File: src/rtl/countdown_sched.sv
// Countdown-timer controller: loads a seconds value, runs it down one second
// per CLK_PER_TICK clocks, and reports ticks, expiry and run/pause status.
//
// Handshake / control semantics: start, pause and clear are plain level inputs
// sampled on every rising clk edge; there is no valid/ready pairing. Per cycle
// the priority is clear > terminal count (tick/done) > pause > start. Every
// output is a flop, so nothing here is combinational from input to output.
module countdown_sched #(
  parameter int CLK_PER_TICK = 50_000_000,
  parameter int SEC_W        = 8
) (
  input  logic             clk,
  input  logic             rst,
  input  logic             start,
  input  logic             pause,
  input  logic             clear,
  input  logic [SEC_W-1:0] load_sec,
  output logic [SEC_W-1:0] sec_left,
  output logic             tick,
  output logic             done,
  output logic             busy,
  output logic [1:0]       state
);

  localparam int PW = (CLK_PER_TICK > 1) ? $clog2(CLK_PER_TICK) : 1;
  localparam logic [PW-1:0] PRE_MAX = PW'(CLK_PER_TICK - 1);

  typedef enum logic [1:0] {
    S_IDLE  = 2'b00,
    S_RUN   = 2'b01,
    S_PAUSE = 2'b10,
    S_DONE  = 2'b11
  } state_t;

  state_t           cur_state, nxt_state;
  logic [PW-1:0]    pre, nxt_pre;
  logic [SEC_W-1:0] nxt_sec;
  logic             nxt_tick, nxt_done;
  logic             terminal;

  // Terminal count only matters while actually running.
  assign terminal = (cur_state == S_RUN) && (pre == PRE_MAX);

  // State and datapath registers; everything visible outside is a flop.
  always_ff @(posedge clk or posedge rst) begin
    if (rst) begin
      cur_state <= S_IDLE;
      pre       <= '0;
      sec_left  <= '0;
      tick      <= 1'b0;
      done      <= 1'b0;
      busy      <= 1'b0;
    end else begin
      cur_state <= nxt_state;
      pre       <= nxt_pre;
      sec_left  <= nxt_sec;
      tick      <= nxt_tick;
      done      <= nxt_done;
      busy      <= (nxt_state == S_RUN) || (nxt_state == S_PAUSE);
    end
  end

  // Next-state decision following the clear > expiry > pause > start order.
  always_comb begin
    nxt_state = cur_state;
    if (clear) begin
      nxt_state = S_IDLE;
    end else begin
      case (cur_state)
        S_IDLE, S_DONE: begin
          if (start) nxt_state = (load_sec != '0) ? S_RUN : S_DONE;
        end
        S_RUN: begin
          if (terminal && (sec_left == SEC_W'(1))) nxt_state = S_DONE;
          else if (pause)                          nxt_state = S_PAUSE;
        end
        S_PAUSE: begin
          if (start) nxt_state = S_RUN;
        end
        default: nxt_state = S_IDLE;
      endcase
    end
  end

  // Next values of prescaler, seconds count and the one-cycle pulses.
  always_comb begin
    nxt_pre  = pre;
    nxt_sec  = sec_left;
    nxt_tick = 1'b0;
    nxt_done = 1'b0;
    if (clear) begin
      nxt_pre = '0;
      nxt_sec = '0;
    end else begin
      case (cur_state)
        S_IDLE, S_DONE: begin
          nxt_pre = '0;
          nxt_sec = '0;
          if (start) begin
            nxt_sec  = load_sec;
            nxt_done = (load_sec == '0);
          end
        end
        S_RUN: begin
          if (terminal) begin
            nxt_pre  = '0;
            nxt_tick = 1'b1;
            if (sec_left != '0) nxt_sec = sec_left - SEC_W'(1);
            nxt_done = (sec_left == SEC_W'(1));
          end else if (!pause) begin
            nxt_pre = pre + PW'(1);
          end
        end
        default: begin
          // PAUSE holds prescaler and seconds until resumed or cleared.
        end
      endcase
    end
  end

  assign state = cur_state;

endmodule
File: config.mk
export PLATFORM = sky130hd
export DESIGN_NAME = countdown_sched
export DESIGN_NICKNAME = d
export VERILOG_FILES = /design/src/rtl/countdown_sched.sv
export SDC_FILE = /design/constraint.sdc
export NUM_CORES = 1
export LEC_CHECK = 0
export CAP_MARGIN = 20
export CORE_ASPECT_RATIO = 1.75
export CORE_MARGIN = 1.5
export CORE_UTILIZATION = 41
export CTS_CLUSTER_SIZE = 14
export DETAILED_ROUTE_END_ITERATION = 12
export SLEW_MARGIN = 40
export SYNTH_ARGS = -nofsm -noshare
export SYNTH_HDL_FRONTEND = slang
export SYNTH_SLANG_ARGS = --single-unit
File: constraint.sdc
create_clock -name clk -period 6.6 [get_ports clk]
set_input_delay 0.66 -clock clk [delete_from_list [all_inputs] [get_ports clk]]
set_output_delay 0.66 -clock clk [all_outputs]
set_load 0.005 [all_outputs]
# Word level (Yosys, flattened, before mapping)
# Index checks and enable logic that the tools add are counted.
# W data, S select, Z words.
# op_classes
add_sub_neg,2
n_eq_ne,10
n_mux,23
n_reduce_logical,11
# op_table
cell,count
$mux W26,3
$pmux W26 S2,1
$mux W8,4
$add A26 B1 Y26 const B,1
$eq A26 B26 Y1 const B,1
$pmux W8 S2,1
$reduce_bool A8 Y1,2
$mux W2,6
$eq A8 B1 Y1 const B,1
$logic_not A8 Y1,1
$sub A8 B1 Y8 const B,1
$eq A2 B2 Y1 const B,3
$mux W1,6
$pmux W2 S3,1
$eq A2 B1 Y1 const B,2
$ne A4 B4 Y1 const B,1
$ne A3 B2 Y1 const B,1
$ne A3 B3 Y1 const B,1
$reduce_and A3 Y1,1
$reduce_bool A3 Y1,1
$logic_and A1 B1 Y1,2
$logic_not A2 Y1,1
$pmux W1 S2,1
$reduce_and A2 Y1,1
other kinds (2),2
# word_totals
regBits,39
in_bits,13
output_inout_bits,13
elab_cells,52

# Longest topological paths before layout
# Gate-level depths: netlist of the first run.
# depth
word_depth,8
mapped_depth,10
mapped_depth_nobuf,7

# Least setup slack after synthesis of the first run
# No wires, ideal clock.
# synth_timing
kind,flip-flop to flip-flop
startpoint,reg cur_state[1] (netlist: state[1])
endpoint,reg pre[17]
setup_ns,0.132
arrival_ns,2.234
required_ns,6.468
setup_slack_ns,4.234
path_stages_with_launch,9
path_buffers,2
synth_period_minus_slack_ns,2.366
cell_sequence,dfrtp_1 -> ha_1 -> clkbuf_1 -> nor3_1 -> or4b_2 -> clkbuf_1 -> nor3_1 -> xnor2_1 -> nor2_1
# synth_between
elab_chain_cells,5
elab_cells_between_ends,11
cone_classes,3 x eq/ne; 3 x mux; 5 x reduce/logical
# synth_lines
element,line_no,source
"start, declared",35,"state_t cur_state, nxt_state;"
"start signal, assigned",54,cur_state <= nxt_state;
$eq A2 B1 Y1,"42, 95",
$logic_and A1 B1 Y1,42,assign terminal = (cur_state == S_RUN) && (pre == PRE_MAX);
$mux W26,105,if (terminal) begin
$pmux W26 S2,95,case (cur_state)
$mux W26,91,if (clear) begin
"end signal, assigned",55,pre <= nxt_pre;
"end, declared",36,"logic [PW-1:0] pre, nxt_pre;"
# Parallel ways exist; a longest one is shown, timed or not.
# A chain may end at the register's enable or synchronous reset.

# Final worst setup path of the first run
# layout_timing
startpoint,in clear
endpoint,reg pre[25]
# layout_between
elab_chain_cells,2
elab_cells_between_ends,4
cone_classes,1 x eq/ne; 1 x mux; 2 x reduce/logical
# layout_lines
element,line_no,source
"start, declared",16,"input logic clear,"
$ne A4 B4 Y1 (no source line) or $reduce_bool A3 Y1 (tied branches),-,
$reduce_and A2 Y1 (no source line),-,
# Parallel ways exist; a longest one is shown, timed or not.

==> results_dict.tcl, run 1 <==
set metrics [dict create \
    ios 26 \
    syn_inst 277 \
    pwr-share-seq 0.383 \
    io_buffers 25 \
    start_util 0.4288 \
    clkLatencyLatePin_ns 0.29 \
    switchingPower_uw 303.5 \
    swShare 0.3882 \
    antenna_left 0 \
    fin_worst_skew_ns 0.004078 \
    netlist_area_sq_mm 0.002395 \
    intPower_uw 478.4 \
    reg2reg_slack_ns 3.72 \
    ctsResizeCount 0 \
    finalSetupViolCount 0 \
    yosysSeqAreaShare 0.4075 \
    hold_violations 0 \
    ys_ff_latch 39 \
    postSynth.asyncResetShare 1.000 \
    ys_top_cells_by_count "39 x dfrtp_1, 27 x nand2_1, 27 x nor2_1, 21 x a21oi_1, 17 x nand3_1" \
    grtUsageTotal 0.2071 \
    synth.area.top_cells "dfrtp_1 41%, a21oi_1 4.4%, nand2_1 4.2%" \
    grt_max_degree 40 \
    syn-num-nets 297 \
    power.density_mw_per_mm2 280.7 \
    synth.distinct_cells 49 \
    reg2reg_depth 7 \
    relSlewSlack 0.4531 \
    postCtsSetupBuffers 0 \
    grt_setup_unrepaired "no" \
    die_h_um 104.1 \
    vias_per_cell 5.747 \
    nets 319 \
    drt_iter0_markers 53 \
    drc 0 \
    maxSlewViolCount 0 \
    core_area_sq_mm 0.005585 \
    crit_start "clear" \
    n_antenna_cell 0 \
    reg2reg_from "state[1]" \
    crit_type "in -> reg" \
    comb_power_share 0.415 \
    grt_pass1_wl_mm 10.17 \
    drv_cap 0 \
    grt.overflow.total 0 \
    first_global_vias 2149 \
    worstPathArrival_ns 3.16 \
    r2r_end "pre[25]" \
    hold_buffers 0 \
    min_period_over_period 0.4479 \
    cts_tree "yes" \
    setup-tns-final_ns 0 \
    max-vdd-ir-drop_uv 145.0 \
    final_util 0.4987 \
    design.die.area_sq_mm 0.006326 \
    clockPowerShare 0.201 \
    synthToLayoutAreaGrowth_pct 16.30 \
    rows 36 \
    cp.required_ns 6.81 \
    place.gp.congestion 0.8068 \
    status "complete, no violations" \
    period_needed_ns 2.956 \
    place_inst 368 \
    synth_top_area_cell "dfrtp_1" \
    cts_root_buffer "clkbuf_8" \
    drive_above_1_share 0.07667 \
    fmax_mhz 338.3 \
    start_kind "input pin" \
    p_leak_nw 1.072 \
    routedWlPerCell_um 15.81 \
    clkSlewWorstSetupHoldPaths_ns 0.08 \
    synthFlopType "dfrtp_1" \
    fp.dieW_um 60.77 \
    synth_most_common_cell "dfrtp_1" \
    synth_edf_count 0 \
    dpl.hpwl_mm 4.407 \
    routed_wl_mm 5.945 \
    cp_max_fo 12 \
    ctsLongestPathBuffers 2 \
    min_path_type "reg -> reg" \
    tightest_slew_ns 0.8185 \
    htree_levels 2 \
    synth_top_area_frac 0.4075 \
    avgSynthCellArea_sq_um 8.645 \
    cp-end-kind "flop" \
    dr.pass1.iters 4 \
    crit_end "pre[25]" \
    vias 2161 \
    antenna_found_initial 0 \
    final_cells 376 \
    ys_warn_count 0 \
    clock_sinks 39 \
    cts_inserted_buffers 5 \
]
==> per-stage QoR <==
stage	power (mW)	hold slack (ns)	setup slack [ns]	instance area, sq um
after global routing	0.8415	0.5784	3.484	2785
after CTS	0.7894	0.5442	3.717	2783
after detailed placement	0.6280	0.5333	3.438	2701
final	0.7819	0.5396	3.644	2785
after global placement	0.6264	0.5426	3.447	2701
after floorplan	0.5122	0.4972	4.234	2395
==> cells in the final DEF, fill, tap and decap left out, types with 6 or more instances in the layout <==
cell / n
nor3_1: 8
xnor2_1: 7
nor2_1: 27
nand4_1: 11
nand3_1: 17
or3_1: 10
o21ai_0: 15
inv_1: 9
ha_1: 7
clkdlybuf4s50_1: 25
a21oi_1: 21
nand2_1: 26
o31ai_1: 6
or4_1: 8
dfrtp_1: 39
==> critical path: stages <==
cell and delay (ns):
clkdlybuf4s50_1 0.64, nor3_1 0.09, buf_4 0.18, nor3b_1 0.69, nand3_1 0.25, or4_1 0.51
a21oi_1 0.15
==> state kept, by name, indices dropped and copies added (netlist names) <==
name      flops
tick          1
state         2
pre          26
done          1
sec_left      8
busy          1
==> cell families (layout without fill, tap and decap cells) <==
group	Yosys count	in the layout	share of synthesized area
simple gates	137	137	0.3130
mux	4	4	0.01776
xor+xnor	11	11	0.04023
buf+inv	21	44	0.03657
flops	39	39	0.4075
compound gates	58	58	0.1484
fa+ha+maj	7	7	0.03657
==> power by group through the flow <==
stage	sequential [mW]	clock (mW)	combinational (mW)
finish	0.300	0.158	0.325
global route	0.304	0.170	0.367
CTS	0.299	0.163	0.327
detailed placement	0.303	0	0.325
global placement	0.303	0	0.323
floorplan	0.297	0	0.215
==> layout make-up <==
class	count	area (sq um)
Timing Repair Buffer	27	265.3
Clock inverter	1	5.005
Sequential cell	39	975.9
Fill cell	585	2800
Tap cell	76	95.09
Clock buffer	7	76.32
Multi-Input combinational cell	217	1334
Inverter	9	33.78
==> routing by layer <==
metal,vias up,global-route usage,wire [um],share of wire
li1,1063,-,-,-
met1,1045,0.2344,2313,0.39
met2,43,0.3794,3392,0.57
met3,10,0.01990,114,0.019
met4,0,0.07298,125,0.021
met5,-,0,0,0
==> worst min-delay path by stage <==
stage                     startpoint  cells after the start       to
after floorplan               pre[2]                      1   pre[2]
after global placement       pre[17]                      2  pre[17]
after detailed placement     pre[17]                      2  pre[17]
after CTS                     pre[2]                      1   pre[2]
after global routing          pre[2]                      1   pre[2]
final                         pre[2]                      1   pre[2]
Power figures use the tool's default switching activity.
==> run 2, diff against run 1 <==
- clock period: 6.6 -> 2.6 ns (I/O delays scaled with it)
==> run 2 against run 1 <==
Compared with the run above:
- sequential share of layout area fell by 1.5 points
- global-route usage rose by 0.90 points
- cell count grew 2.4%
- core utilization increased by 2.2 points
- worst setup slack got worse by 3.3 ns
- critical path type is now reg -> reg
- non-clock buffer count up 9
==> results_dict.tcl, run 2 (same netlist as run 1, synthesis figures left out) <==
set metrics [dict create \
    hold_violations 0 \
    routed_wl_mm 6.140 \
    min_period_over_period 0.8678 \
    grt_max_degree 40 \
    hold_buffers 0 \
    slowest_delay_ns 0.54 \
    period_needed_ns 2.256 \
    ios 26 \
    fp.dieW_um 60.77 \
    antenna_left 0 \
    finalSetupViolCount 0 \
    largest_reg_flops 26 \
    setup-tns-final_ns 0 \
    design.die.area_sq_mm 0.006326 \
    drt_iter0_markers 105 \
    status "complete, no violations" \
    routedWlPerCell_um 15.95 \
    cp_max_fo 8 \
    ctsLongestPathBuffers 2 \
    relSlewSlack 0.6180 \
    drive_above_1_share 0.1100 \
    core_area_sq_mm 0.005585 \
    die_h_um 104.1 \
    io_buffers 25 \
    crit_type "reg -> reg" \
    n_antenna_cell 0 \
    reg2reg_depth 5 \
    rows 36 \
    tightest_slew_ns 0.5687 \
    drv_cap 0 \
    htree_levels 2 \
    start_util 0.4288 \
    layout_commonest_cell "dfrtp_1" \
    grt.overflow.total 0 \
    nets 328 \
    fin_area_sq_mm 0.002908 \
    clkSlewWorstSetupHoldPaths_ns 0.08 \
    final_cell_mix "39 x dfrtp_1, 27 x nand2_1, 27 x nor2_1" \
    min_path_type "in -> async" \
    dr.pass1.iters 4 \
    worst-path-buf-inv 0 \
    cp-end-kind "flop" \
    clock_sinks 39 \
    cts_root_buffer "clkbuf_8" \
    cts_inserted_buffers 5 \
    antenna_found_initial 0 \
    power.density_mw_per_mm2 739.6 \
    cp.depth 5 \
    drc 0 \
    worstPathArrival_ns 2.48 \
    start_kind "flop" \
    maxSlewViolCount 0 \
    grt_setup_unrepaired "no" \
    placed_cell_area_sq_mm 0.002769 \
    p_leak_nw 1.155 \
    path_cells "or4_4 > nor3_4 > a21oi_1 > or4_1 > a21oi_1" \
    first_global_vias 2201 \
    largest-register "pre" \
    fmax_mhz 443.2 \
    place.gp.congestion 0.7718 \
    cp.required_ns 2.82 \
    grtUsageTotal 0.2161 \
    ctsResizeCount 0 \
    vias 2225 \
    vias_per_cell 5.779 \
    max-vdd-ir-drop_uv 438.4 \
    synthToLayoutAreaGrowth_pct 21.42 \
    grt_pass1_wl_mm 10.40 \
    dpl.hpwl_mm 4.616 \
    fin_worst_skew_ns 0.007679 \
    postCtsSetupBuffers 0 \
    crit_path_frequent_cell "a21oi_1" \
    cts_tree "yes" \
    cp_slowest_cell "or4_4" \
    critPathTopFamily "simple AND/OR/NAND/NOR gates" \
    clkLatencyLatePin_ns 0.30 \
]
-- run 2: through the flow --
step	utilization	hold slack (ns)	worst slack, ns	instances	total power, mW
2_1_floorplan	-	0.3925	0.2338	277	1.300
3_3_place_gp	0.4957	0.5329	0.2873	377	1.619
3_5_place_dp	0.4957	0.5268	0.2292	377	1.618
4_1_cts	0.5168	0.4057	0.2110	385	2.156
5_1_grt	0.5206	0.4488	0.1199	385	2.307
6_report	0.5206	0.3817	0.3438	385	2.151
-- run 2: worst register-to-register path: stages, from the launching register on --
cell and delay (ns):
dfrtp_1 0.42, or4_4 0.54, nor3_4 0.30, a21oi_1 0.22
or4_1 0.53, a21oi_1 0.17
-- run 2: routing by layer --
metal / vias to the layer above / wire, um / part of all wire / track usage
li1: 1079 / - / - / -
met1: 1084 / 2310 / 0.38 / 0.2415
met2: 51 / 3553 / 0.58 / 0.3963
met3: 11 / 150 / 0.024 / 0.02612
met4: 0 / 127 / 0.021 / 0.07453
met5: - / 0 / 0 / 0
-- run 2: final cells by class --
class / count / area, sq um
repair buffers: 36 / 332.8
fillers: 572 / 2678
multi-input cells: 217 / 1353
well taps: 76 / 95.09
clock buffers: 6 / 82.58
inverters: 9 / 33.78
clock inverters: 2 / 35.03
flip-flops and latches: 39 / 975.9
-- run 2: power by group --
part,internal [mW],switching (mW)
Sequential,0.670,0.0855
Combinational,0.382,0.476
Clock,0.311,0.226
-- run 2: final timing paths --
check | from | end | slack [ns]
max | pre[8] | pre[20] | 0.34
min | rst | pre[19] | 0.38
max reg2reg | pre[8] | pre[20] | 0.34
min reg2reg | pre[2] | pre[2] | 0.54
max in group asynchronous | rst | pre[2] | 1.86
min in group clk | pre[2] | pre[2] | 0.54
==> run 3, diff against run 2 <==
- CTS_CLUSTER_SIZE: 14 -> unset
- RECOVER_POWER: unset -> 100
==> run 3 against run 2 <==
Compared with the run above:
- count of clock-buffer cells in the layout unchanged
- power decreased by 1.7%
- clock power about the same
- sequential share of layout area increased by 0.16 points
- largest cell class unchanged
- highest routed layer unchanged
==> results_dict.tcl, run 3 (same netlist as run 1, synthesis figures left out) <==
set metrics [dict create \
    status "complete, no violations" \
    fmax_mhz 431.9 \
    drt_iter0_markers 114 \
    crit_type "reg -> reg" \
    start_kind "flop" \
    io_buffers 25 \
    min_path_type "reg -> reg" \
    postCtsSetupBuffers 0 \
    setup-tns-final_ns 0 \
    cts_root_buffer "clkbuf_8" \
    design.die.area_sq_mm 0.006326 \
    whs_ns 0.5431 \
    ctsLongestPathBuffers 2 \
    worstPathArrival_ns 2.49 \
    dr.pass1.iters 4 \
    relSlewSlack 0.3304 \
    clkSlewWorstSetupHoldPaths_ns 0.08 \
    synthToLayoutAreaGrowth_pct 20.85 \
    hold_depth 1 \
    clock_sinks 39 \
    cp.required_ns 2.77 \
    die_h_um 104.1 \
    hold_buffers 0 \
    layout_commonest_cell "dfrtp_1" \
    clkLatencyLatePin_ns 0.30 \
    nets 328 \
    largest-register "pre" \
    first_global_vias 2201 \
    reg2reg_slack_ns 0.28 \
    drive_above_1_share 0.1003 \
    grt_max_degree 40 \
    routed_wl_mm 6.140 \
    r2r_end "sec_left[2]" \
    hold_violations 0 \
    routedWlPerCell_um 15.95 \
    cp_max_fo 8 \
    drc 0 \
    place.gp.congestion 0.7718 \
    pre_cts_slack_ns 0.2292 \
    fin_worst_skew_ns 0.007980 \
    ios 26 \
    vias_per_cell 5.771 \
    cts_tree "yes" \
    n_antenna_cell 0 \
    cts_inserted_buffers 5 \
    power.density_mw_per_mm2 730.2 \
    fp.dieW_um 60.77 \
    rows 36 \
    grt.overflow.total 0 \
    crit_start "pre[8]" \
    max-vdd-ir-drop_uv 427.1 \
    largest_reg_flops 26 \
    reg2reg_depth 5 \
    min_to "pre[2]" \
    ctsResizeCount 0 \
    grt_pass1_wl_mm 10.40 \
    maxSlewViolCount 0 \
    antenna_found_initial 0 \
    final_cell_mix "39 x dfrtp_1, 27 x nand2_1, 27 x nor2_1" \
    dpl.hpwl_mm 4.616 \
    core_area_sq_mm 0.005585 \
    reg2reg_from "pre[8]" \
    htree_levels 2 \
    start_util 0.4288 \
    min_period_over_period 0.8905 \
    p_leak_nw 1.186 \
    drv_cap 0 \
    finalSetupViolCount 0 \
    min_from "pre[2]" \
    cp-end-kind "flop" \
    grt_setup_unrepaired "no" \
    grtUsageTotal 0.2161 \
    tightest_slew_ns 1.004 \
    period_needed_ns 2.315 \
    antenna_left 0 \
    worst_slack_ns 0.2847 \
    vias 2222 \
]
[run 3: cell count changes in the layout (fill, tap and decap cells not counted), sizes merged]
cell,before,now
clkdlybuf4s50,25,11
dlygate4sd3,0,14
buf,11,8
clkbuf,6,9
[run 3: report_power, final]
part	switching, mW	internal (mW)	total [mW]	leakage (nW)
Combinational	0.475	0.349	0.825	0.587
Sequential	0.0835	0.670	0.753	0.538
Clock	0.224	0.311	0.535	0.0612
[run 3: how the worst max path moves through the flow]
stage,endpoint,slack (ns)
after CTS,pre[21],0.21
final,sec_left[2],0.28
after detailed placement,pre[21],0.23
after floorplan,pre[17],0.23
after global placement,pre[25],0.29
after global routing,sec_left[5],0.10
[run 3: layout make-up]
class / count / area [sq um]
tap: 76 / 95.09
inverter: 9 / 33.78
fill: 572 / 2691
multi-input combinational: 217 / 1349
clock inverter: 2 / 35.03
timing repair buffer: 36 / 322.8
clock buffer: 6 / 82.58
sequential: 39 / 975.9
[run 3: metrics by stage]
stage | cells | util | total power [mW] | area (sq um)
2_1_floorplan | 277 | - | 1.300 | 2395
3_3_place_gp | 377 | 0.4957 | 1.619 | 2769
3_5_place_dp | 377 | 0.4957 | 1.618 | 2769
4_1_cts | 385 | 0.5168 | 2.156 | 2887
5_1_grt | 385 | 0.5181 | 2.271 | 2894
6_report | 385 | 0.5181 | 2.113 | 2894
[run 3: worst max-delay path: stages (launching register included)]
cell and delay [ns]:
dfrtp_1 0.42, or4_1 0.56, nor3_4 0.31, nand4_1 0.22, or2_0 0.35, o311ai_0 0.34
[run 3: metal layers]
metal,GRT usage,wire [um],share of wire
met4,0.07453,127,0.021
met5,0,0,0
met2,0.3963,3554,0.58
met1,0.2415,2330,0.38
met3,0.02612,127,0.021
